$ cat config.mk
export PLATFORM = sky130hd
export DESIGN_NAME = rc4_key_search_ctrl_flat
export DESIGN_NICKNAME = d
export VERILOG_FILES = /design/src/rtl/rc4_key_search_ctrl_pkg.sv /design/src/rtl/rc4_key_search_ctrl_if.sv /design/src/rtl/rc4_key_search_ctrl_checker.sv /design/src/rtl/rc4_key_search_ctrl.sv /design/src/flat_wrapper.sv
export SDC_FILE = /design/constraint.sdc
export NUM_CORES = 1
export LEC_CHECK = 0
export CAP_MARGIN = 20
export CORE_ASPECT_RATIO = 0.8
export CORE_MARGIN = 5
export CORE_UTILIZATION = 39
export CTS_CLUSTER_DIAMETER = 40
export DETAILED_ROUTE_END_ITERATION = 6
export HOLD_SLACK_MARGIN = 0.06
export PLACE_DENSITY_LB_ADDON = 0.12
export SYNTH_ARGS = -nofsm -noshare
export SYNTH_HDL_FRONTEND = slang
export SYNTH_SLANG_ARGS = --single-unit
$ cat constraint.sdc
create_clock -name clk -period 7.8 [get_ports clk]
set_clock_uncertainty 0.2 [all_clocks]
set_input_delay 1.56 -clock clk [delete_from_list [all_inputs] [get_ports clk]]
set_output_delay 1.56 -clock clk [all_outputs]
set_load 0.01 [all_outputs]
$ cat src/rtl/rc4_key_search_ctrl_pkg.sv
// rc4_pkg
// Shared constants for the RC4 key-search controller slice.
//   - FSM state codes (plain 4-bit constants so older blocks can reuse them)
//   - S-memory port-owner encodings driven on mem_sel
//   - Printable-character bounds used by the plaintext checker
package rc4_pkg;

   // Controller states
   localparam logic [3:0] ST_IDLE      = 4'd0;
   localparam logic [3:0] ST_RUN_INIT  = 4'd1;
   localparam logic [3:0] ST_WAIT_INIT = 4'd2;
   localparam logic [3:0] ST_RUN_KSA   = 4'd3;
   localparam logic [3:0] ST_WAIT_KSA  = 4'd4;
   localparam logic [3:0] ST_RUN_DEC   = 4'd5;
   localparam logic [3:0] ST_WAIT_DEC  = 4'd6;
   localparam logic [3:0] ST_CHECK     = 4'd7;
   localparam logic [3:0] ST_NEXT_KEY  = 4'd8;
   localparam logic [3:0] ST_FOUND     = 4'd9;
   localparam logic [3:0] ST_EXHAUSTED = 4'd10;

   // Owner of the shared S-memory port
   localparam logic [1:0] SEL_INIT = 2'd0;
   localparam logic [1:0] SEL_KSA  = 2'd1;
   localparam logic [1:0] SEL_DEC  = 2'd2;
   localparam logic [1:0] SEL_NONE = 2'd3;

   // A plaintext byte is acceptable if it is a space or a lowercase letter
   localparam logic [7:0] CHAR_SPACE = 8'h20;
   localparam logic [7:0] CHAR_LO    = 8'h61;
   localparam logic [7:0] CHAR_HI    = 8'h7A;

endpackage

$ cat src/rtl/rc4_key_search_ctrl_if.sv
// rc4_key_search_ctrl_if
// Bundles the controller's handshake with the board logic and the engines.
//   master : the controller (drives start pulses, eng_reset, mem_sel, key, status)
//   slave  : board logic + engines (drive start/abort, done flags, plaintext)
interface rc4_key_search_ctrl_if #(
   parameter int KEY_WIDTH = 24,
   parameter int MSG_DEP   = 32,
   parameter int MSG_WIDTH = 8
);
   logic start;
   logic abort;
   logic init_done;
   logic ksa_done;
   logic dec_done;
   logic [MSG_DEP-1:0][MSG_WIDTH-1:0] decrypted_output;
   logic init_start;
   logic ksa_start;
   logic dec_start;
   logic eng_reset;
   logic [1:0] mem_sel;
   logic [KEY_WIDTH-1:0] secret_key;
   logic busy;
   logic found;
   logic exhausted;

   modport master (
      input  start, abort, init_done, ksa_done, dec_done, decrypted_output,
      output init_start, ksa_start, dec_start, eng_reset, mem_sel,
             secret_key, busy, found, exhausted
   );

   modport slave (
      output start, abort, init_done, ksa_done, dec_done, decrypted_output,
      input  init_start, ksa_start, dec_start, eng_reset, mem_sel,
             secret_key, busy, found, exhausted
   );

endinterface

$ cat src/rtl/rc4_key_search_ctrl_checker.sv
// plaintext_byte_checker
// Combinational test of one decrypted byte.
//   data_byte : byte under test (MSG_WIDTH bits)
//   valid     : high when the byte is a space or lies in 'a'..'z'
module plaintext_byte_checker
   import rc4_pkg::*;
#(
   parameter int MSG_WIDTH = 8
) (
   input  logic [MSG_WIDTH-1:0] data_byte,
   output logic                 valid
);

   // Range test against the character bounds, widened to the byte width
   always_comb begin
      valid = (data_byte == MSG_WIDTH'(CHAR_SPACE)) ||
              ((data_byte >= MSG_WIDTH'(CHAR_LO)) && (data_byte <= MSG_WIDTH'(CHAR_HI)));
   end

endmodule

$ cat src/rtl/rc4_key_search_ctrl.sv
// rc4_key_search_ctrl
// Sequencer for the brute-force RC4 key search. For each candidate key it
// runs S-init, key-schedule and decrypt in turn, scans the plaintext one byte
// per cycle, and either stops on a readable message or moves to the next key.
//   clk    : system clock
//   reset  : synchronous, active-low
//   bus    : master side of rc4_key_search_ctrl_if (start/abort, engine
//            start/done handshakes, eng_reset, mem_sel, secret_key, status)
module rc4_key_search_ctrl
   import rc4_pkg::*;
#(
   parameter int                   KEY_WIDTH = 24,
   parameter logic [KEY_WIDTH-1:0] KEY_LAST  = 24'h3F_FFFF,
   parameter int                   MSG_DEP   = 32,
   parameter int                   MSG_WIDTH = 8
) (
   input logic                   clk,
   input logic                   reset,
   rc4_key_search_ctrl_if.master bus
);

   localparam int K_W = (MSG_DEP > 1) ? $clog2(MSG_DEP) : 1;

   logic [3:0]     state;
   logic [K_W-1:0] k;
   logic           byte_valid;

   // One checker, steered by the scan index
   plaintext_byte_checker #(
      .MSG_WIDTH (MSG_WIDTH)
   ) u_checker (
      .data_byte (bus.decrypted_output[k]),
      .valid     (byte_valid)
   );

   // Main FSM. Every output is a register: start pulses and mem_sel change on
   // the same edge that enters a RUN state, so engines see a settled select
   // before they touch memory. Pulses default low each cycle; abort outranks
   // any done flag arriving in the same cycle.
   always_ff @(posedge clk) begin
      if (!reset) begin
         state          <= ST_IDLE;
         k              <= '0;
         bus.init_start <= 1'b0;
         bus.ksa_start  <= 1'b0;
         bus.dec_start  <= 1'b0;
         bus.eng_reset  <= 1'b1;
         bus.mem_sel    <= SEL_NONE;
         bus.secret_key <= '0;
         bus.busy       <= 1'b0;
         bus.found      <= 1'b0;
         bus.exhausted  <= 1'b0;
      end else begin
         bus.init_start <= 1'b0;
         bus.ksa_start  <= 1'b0;
         bus.dec_start  <= 1'b0;
         bus.eng_reset  <= 1'b0;
         if ((state != ST_IDLE) && bus.abort) begin
            state          <= ST_IDLE;
            k              <= '0;
            bus.eng_reset  <= 1'b1;
            bus.busy       <= 1'b0;
            bus.mem_sel    <= SEL_NONE;
            bus.secret_key <= '0;
         end else begin
            case (state)
               ST_IDLE: begin
                  if (bus.start) begin
                     state          <= ST_RUN_INIT;
                     k              <= '0;
                     bus.init_start <= 1'b1;
                     bus.mem_sel    <= SEL_INIT;
                     bus.secret_key <= '0;
                     bus.busy       <= 1'b1;
                     bus.found      <= 1'b0;
                     bus.exhausted  <= 1'b0;
                  end
               end
               ST_RUN_INIT: state <= ST_WAIT_INIT;
               ST_WAIT_INIT: begin
                  if (bus.init_done) begin
                     state         <= ST_RUN_KSA;
                     bus.ksa_start <= 1'b1;
                     bus.mem_sel   <= SEL_KSA;
                  end
               end
               ST_RUN_KSA: state <= ST_WAIT_KSA;
               ST_WAIT_KSA: begin
                  if (bus.ksa_done) begin
                     state         <= ST_RUN_DEC;
                     bus.dec_start <= 1'b1;
                     bus.mem_sel   <= SEL_DEC;
                  end
               end
               ST_RUN_DEC: state <= ST_WAIT_DEC;
               ST_WAIT_DEC: begin
                  if (bus.dec_done) begin
                     state       <= ST_CHECK;
                     k           <= '0;
                     bus.mem_sel <= SEL_NONE;
                  end
               end
               ST_CHECK: begin
                  if (!byte_valid) begin
                     state         <= ST_NEXT_KEY;
                     k             <= '0;
                     bus.eng_reset <= 1'b1;
                  end else if (k == K_W'(MSG_DEP - 1)) begin
                     state     <= ST_FOUND;
                     k         <= '0;
                     bus.found <= 1'b1;
                     bus.busy  <= 1'b0;
                  end else begin
                     k <= k + K_W'(1);
                  end
               end
               ST_NEXT_KEY: begin
                  if (bus.secret_key == KEY_LAST) begin
                     state         <= ST_EXHAUSTED;
                     bus.exhausted <= 1'b1;
                     bus.busy      <= 1'b0;
                  end else begin
                     state          <= ST_RUN_INIT;
                     bus.secret_key <= bus.secret_key + KEY_WIDTH'(1);
                     bus.init_start <= 1'b1;
                     bus.mem_sel    <= SEL_INIT;
                  end
               end
               ST_FOUND, ST_EXHAUSTED: begin
                  if (bus.start) begin
                     state <= ST_IDLE;
                  end
               end
               default: state <= ST_IDLE;
            endcase
         end
      end
   end

endmodule

$ cat src/flat_wrapper.sv
// flat-port wrapper written by rule: the top's interface ports become plain ports
module rc4_key_search_ctrl_flat import rc4_pkg::*;
#(
   parameter int                   KEY_WIDTH = 24,
   parameter logic [KEY_WIDTH-1:0] KEY_LAST  = 24'h3F_FFFF,
   parameter int                   MSG_DEP   = 32,
   parameter int                   MSG_WIDTH = 8
)
  (clk, reset, bus_start, bus_abort, bus_init_done, bus_ksa_done, bus_dec_done, bus_decrypted_output, bus_init_start, bus_ksa_start, bus_dec_start, bus_eng_reset, bus_mem_sel, bus_secret_key, bus_busy, bus_found, bus_exhausted);
  rc4_key_search_ctrl_if #(.KEY_WIDTH(KEY_WIDTH), .MSG_DEP(MSG_DEP), .MSG_WIDTH(MSG_WIDTH)) bus_i ();
  input logic clk;
  input logic reset;
  input wire logic [$bits(bus_i.start)-1:0] bus_start;
  input wire logic [$bits(bus_i.abort)-1:0] bus_abort;
  input wire logic [$bits(bus_i.init_done)-1:0] bus_init_done;
  input wire logic [$bits(bus_i.ksa_done)-1:0] bus_ksa_done;
  input wire logic [$bits(bus_i.dec_done)-1:0] bus_dec_done;
  input wire logic [$bits(bus_i.decrypted_output)-1:0] bus_decrypted_output;
  output wire logic [$bits(bus_i.init_start)-1:0] bus_init_start;
  output wire logic [$bits(bus_i.ksa_start)-1:0] bus_ksa_start;
  output wire logic [$bits(bus_i.dec_start)-1:0] bus_dec_start;
  output wire logic [$bits(bus_i.eng_reset)-1:0] bus_eng_reset;
  output wire logic [$bits(bus_i.mem_sel)-1:0] bus_mem_sel;
  output wire logic [$bits(bus_i.secret_key)-1:0] bus_secret_key;
  output wire logic [$bits(bus_i.busy)-1:0] bus_busy;
  output wire logic [$bits(bus_i.found)-1:0] bus_found;
  output wire logic [$bits(bus_i.exhausted)-1:0] bus_exhausted;
  assign bus_i.start = bus_start;
  assign bus_i.abort = bus_abort;
  assign bus_i.init_done = bus_init_done;
  assign bus_i.ksa_done = bus_ksa_done;
  assign bus_i.dec_done = bus_dec_done;
  assign bus_i.decrypted_output = bus_decrypted_output;
  assign bus_init_start = bus_i.init_start;
  assign bus_ksa_start = bus_i.ksa_start;
  assign bus_dec_start = bus_i.dec_start;
  assign bus_eng_reset = bus_i.eng_reset;
  assign bus_mem_sel = bus_i.mem_sel;
  assign bus_secret_key = bus_i.secret_key;
  assign bus_busy = bus_i.busy;
  assign bus_found = bus_i.found;
  assign bus_exhausted = bus_i.exhausted;
  rc4_key_search_ctrl #(.KEY_WIDTH(KEY_WIDTH), .KEY_LAST(KEY_LAST), .MSG_DEP(MSG_DEP), .MSG_WIDTH(MSG_WIDTH)) u_core (.clk(clk), .reset(reset), .bus(bus_i));
endmodule
# Word level (Yosys, flattened, before mapping)
# Cells that the tools add are included.
# word_totals
word_cells	107
output_inout_bits	33
regBits	42
inputBits	263
# op_classes
eq_ne	23
n_lt_le_gt_ge	3
bitwise_logic	4
mux	43
n_addsub	2
reduce_logical	21
# op_table
operator	n
$mux W24	2
$pmux W24 S2	1
$bmux W8 S5	1
$pmux W4 S10	1
$mux W4	8
$add A24 B1 Y24 const B	1
$eq A24 B22 Y1 const B	1
$mux W5	4
$eq A4 B3 Y1 const B	4
$pmux W5 S3	1
$mux W1	14
$eq A4 B4 Y1 const B	3
$ne A2 B2 Y1 const B	6
$reduce_and A6 Y1	2
$mux W2	5
$pmux W2 S5	1
$reduce_and A5 Y1	2
$eq A4 B2 Y1 const B	2
$eq A8 B6 Y1 const B	1
$ge A8 B7 Y1 const B	1
$le A8 B7 Y1 const B	1
$mux W8	1
$lt A5 B6 Y1 const B	1
$ne A2 B1 Y1 const B	3
18 further kinds	29

# Depth between registers and ports, before layout
# depth
ltp_word	7
ltp_mapped	14
ltp_nobuf	10

# Hierarchy
# Synthesis repeated with hierarchy kept, for this count alone.
# hier_totals
cells_unflattened	394
hier_area_um2	4296.6
# modules_own_cells
mod	seq_area_each_um2	cells_per_inst	instances	area_each_um2
rc4_key_search_ctrl	840.8	385	1	4239.1
plaintext_byte_checker	0.0	9	1	57.6

# Worst setup path after synthesis
# No wires, ideal clock.
# synth_path
path_type	input port to flip-flop
from	input bus_decrypted_output[92]
to	register u_core.state[1]
n_path_buf	0
arrival_time_ps	3585
path_slack_ps	3935
stages	9
required_ps	7521
setup_ps	79
cell_sequence	mux4_1 > mux4_2 > nand2_1 > nand2_2 > nor3_2 > a21oi_2 > nor4_4 > nor3_2 > a211oi_2
# synth_via
elab_chain_cells	7
elab_cells_between_ends	11
classes_between	order compare (2); eq/ne (2); mux (4); reduce/logical (3)
# synth_lines
item	line	text
start: declaration	flat_wrapper.sv:18	input wire logic [$bits(bus_i.decrypted_output)-1:0] bus_decrypted_output;
$bmux W8 S5 (*)	rc4_key_search_ctrl.sv:32	.data_byte (bus.decrypted_output[k]),
$mux W8 (not written as such) (*)	rc4_key_search_ctrl.sv:32	
$ge A8 B7 Y1 or $le A8 B7 Y1 (tied branches)	rc4_key_search_ctrl_checker.sv:17	((data_byte >= MSG_WIDTH'(CHAR_LO)) && (data_byte <= MSG_WIDTH'(CHAR_HI)));
$logic_and A1 B1 Y1	rc4_key_search_ctrl_checker.sv:17	
$logic_or A1 B1 Y1 (*)	rc4_key_search_ctrl_checker.sv:16	valid = (data_byte == MSG_WIDTH'(CHAR_SPACE)) ||
$mux W4 or $ne A3 B3 Y1 (tied branches)	-	
$pmux W4 S10 or $reduce_and A6 Y1 (tied branches)	-	
end signal: assignment	rc4_key_search_ctrl.sv:69	state <= ST_RUN_INIT;
end signal: assignment	rc4_key_search_ctrl.sv:105	state <= ST_NEXT_KEY;
end signal: assignment	rc4_key_search_ctrl.sv:109	state <= ST_FOUND;
end: declaration	rc4_key_search_ctrl.sv:24	logic [3:0] state;
# Mark *: on every way between the ends. The rest lies on a longest branch, timed or not. The select of a mux whose other input is x is not followed.
# A chain may end at the register's enable or synchronous reset.

# Worst setup path in the final report
# layout_path
from	input bus_decrypted_output[92]
to	register u_core.k[2]
# layout_via
elab_chain_cells	7
elab_cells_between_ends	9
classes_between	order compare (2); eq/ne (1); mux (4); reduce/logical (2)
# layout_lines
item	line	text
$bmux W8 S5 (*)	rc4_key_search_ctrl.sv:32	
$mux W8 (not written as such) (*)	rc4_key_search_ctrl.sv:32	
$ge A8 B7 Y1 or $le A8 B7 Y1 (tied branches)	rc4_key_search_ctrl_checker.sv:17	
$logic_and A1 B1 Y1	rc4_key_search_ctrl_checker.sv:17	
$logic_or A1 B1 Y1 (*)	rc4_key_search_ctrl_checker.sv:16	
$mux W5 (*)	rc4_key_search_ctrl.sv:104	if (!byte_valid) begin
$pmux W5 S3 (*)	rc4_key_search_ctrl.sv:66	case (state)
end signal: assignment	rc4_key_search_ctrl.sv:114	k <= k + K_W'(1);
end: declaration	rc4_key_search_ctrl.sv:25	logic [K_W-1:0] k;
# Marked as above.

==> reports/metrics.cfg <==
[routing]
via_count = 5008
drcViolationCount = 0
ant_nets = 0
drt-initial-drc-count = 310
drt-pass1-iter-count = 6
via_per_inst = 5.52
drt_wl_total_mm = 18.0
wl_per_cell_um = 19.8

[floorplan]
io_pins = 296
start_util_pct = 39.3
die_x_um = 126
fp.dieH_um = 103
coreArea_sq_mm = 0.0107
die_area_sq_mm = 0.0130
rows = 34

[logic_synthesis]
async_reset_ff_share_pct = 0
synth_cell_types = 56
ys.flop_type = dfxtp_1
ys_ff_latch = 42
syn_inst = 492
yosysWarnings = 0
synth.cell_area_sq_mm = 0.00421
syn_nets = 758
synth-edff-count = 0
avgSynthCellArea_sq_um = 8.57
ys_seq_area_share_pct = 20.0

[worst_setup_path]
worstSetupStartpointType = primary input
endpoint_kind = flip-flop
crit_chain = clkdlybuf4s50_1 > mux4_1 > mux4_2 > nand2_1 > nand2_2 > nor3_2 > a21oi_2 > nor4_4 > nand3b_1 > a31oi_1
cp_top_family = simple AND/OR/NAND/NOR gates
crit_required_ns = 7.80
regToRegEndpoint = u_core.k[2]
r2r-start = u_core.k[0]
cp_num_buf_inv = 1
r2r_cells = 10
cp_max_fo = 9
max_stage_delay_ns = 0.55
rrSetupSlack_ns = 3.93
critical_path_class = in2reg
slowest_stage = nor4_4
cp_num_cells = 10
cp.arrival_ns = 4.31

[global_routing]
grt_usage_pct = 26.7
grt_max_degree = 70
grt_pass1_wl_mm = 27.7
grt_pass1_vias = 5273
overflow = 0
antenna_found_initial = 0

[clock_network]
clockRootBuffer = clkbuf_16
cts_tree = yes
clk_pin_slew_ns = 0.06
postCtsHoldBufs = 0
ctsLongestPathBuffers = 2
clock_latency_ns = 0.28
post-cts-setup-buffers = 0
cts_resized = 0
clock_sinks = 42
htreeDepth = 2
cts-buffers-inserted = 5

[timing]
period_share_pct = 55.2
relSlewSlack_pct = 31.0
rsz0062_at_grt = no
tns_ns = 0
clock.fmax_mhz = 232
setup_ws_ns = 3.49
setup_violations = 0
post-route-min-period_ns = 4.31
slew_viol_final = 0
tightest_slew_ns = 1.03
finalHoldViolCount = 0
whs_ns = 0.273

[power_and_ir_drop]
power_uw = 665
pwr_density_cell_mw_per_mm2 = 90.6
ir_worst_vdd_v = 0.0000971
p_leak_nw = 2.46

[finish]
area_delta_synth_final_pct = 74.1
final_common_cell = clkdlybuf4s50_1
design_area_sq_mm = 0.00734
fill_cells = 885
drive_gt1_share_pct = 6.16
nets = 1028
num_antenna_cells = 0
final_cells = 907
post-route-util_pct = 68.5
final_cell_mix = clkdlybuf4s50_1, nor2_1, mux2i_1

[run]
cap_violations = 0

[place]
placedCellCount = 899
port_buffers = 295
dp_hpwl_mm = 15.0
place_congestion = 0.929
placed_area_sq_mm = 0.00719
dpl_worst_slack_ns = 3.24

[min_path]
hold_end = u_core.bus.mem_sel[0]
hold-path-cell-count = 1
min_path_type = reg2reg
min_from = u_core.bus.mem_sel[0]

[status]
outcome = completed

-- flip-flops by register name, indices dropped and copies added (netlist names) --
name / flops
u_core.bus.busy: 1
u_core.bus.mem_sel: 2
u_core.bus.secret_key: 24
u_core.bus.dec_start: 1
u_core.bus.found: 1
u_core.bus.ksa_start: 1
u_core.bus.eng_reset: 1
u_core.bus.exhausted: 1
u_core.k: 5
u_core.bus.init_start: 1
u_core.state: 4
-- cell usage after synthesis, types with 9 or more instances --
cell / n / area, sq um
a21oi_1: 13 / 65.1
nor3b_1: 15 / 113
xnor2_1: 9 / 78.8
nor3_1: 10 / 50.1
nand2b_1: 21 / 131
nor2_1: 50 / 188
o21ai_0: 18 / 90.1
a22oi_1: 21 / 158
mux4_2: 24 / 541
inv_1: 14 / 52.6
xor2_1: 13 / 114
nand4_1: 9 / 56.3
nand3_1: 30 / 150
nand2_1: 44 / 165
dfxtp_1: 42 / 841
clkbuf_1: 19 / 71.3
mux2i_1: 45 / 450
-- kinds of logic after synthesis --
kind of cell | share of synthesized area (%)
simple gates | 26.8
xor+xnor | 4.57
mux | 28.1
buf+inv | 5.67
compound gates | 13.9
flops | 20.0
fa+ha+maj | 0.891
-- power breakdown --
part           switching [mW]  internal, mW  total, mW
clock network          0.0824         0.127      0.209
registers              0.0106         0.221      0.232
logic                  0.0662         0.158      0.224
total                   0.159         0.506      0.665
-- how the worst max path moves through the flow --
stage	startpoint	slack (ns)	endpoint
finish	bus_decrypted_output[92]	3.49	u_core.k[2]
global route	bus_decrypted_output[92]	3.34	u_core.k[2]
CTS	bus_decrypted_output[92]	3.50	u_core.k[2]
detailed placement	bus_decrypted_output[92]	3.24	u_core.k[2]
global placement	bus_decrypted_output[92]	3.36	u_core.bus.busy
floorplan	bus_decrypted_output[92]	3.94	u_core.state[1]
-- metal layers --
metal | GRT usage [%] | wire [um] | part of all wire (%)
met1 | 31.1 | 7050 | 39
met2 | 48.9 | 9020 | 50
met3 | 5.96 | 1310 | 7.3
met4 | 9.65 | 616 | 3.4
met5 | 0 | 0 | 0
-- layout make-up --
class | instances | area, sq um | share of cell area, %
Clock inverter | 2 | 11.3 | 0.153
Inverter | 14 | 52.6 | 0.716
Multi-Input combinational cell | 401 | 3130 | 42.7
Clock buffer | 6 | 139 | 1.89
Tap cell | 144 | 180 | 2.46
Timing Repair Buffer | 298 | 2980 | 40.5
Sequential cell | 42 | 846 | 11.5
-- worst register-to-register path: cells and delay by family, from the launching register on --
| family | cells | cell delay, ns |
|---|---|---|
| AOI/OAI and AO/OA | 4 | 0.66 |
| buffers and inverters | 1 | 0.86 |
| DFF | 1 | 0.60 |
| muxes | 1 | 0.64 |
| and+or+nand+nor | 4 | 0.83 |
Note: power is estimated with default switching activity, not from simulation.
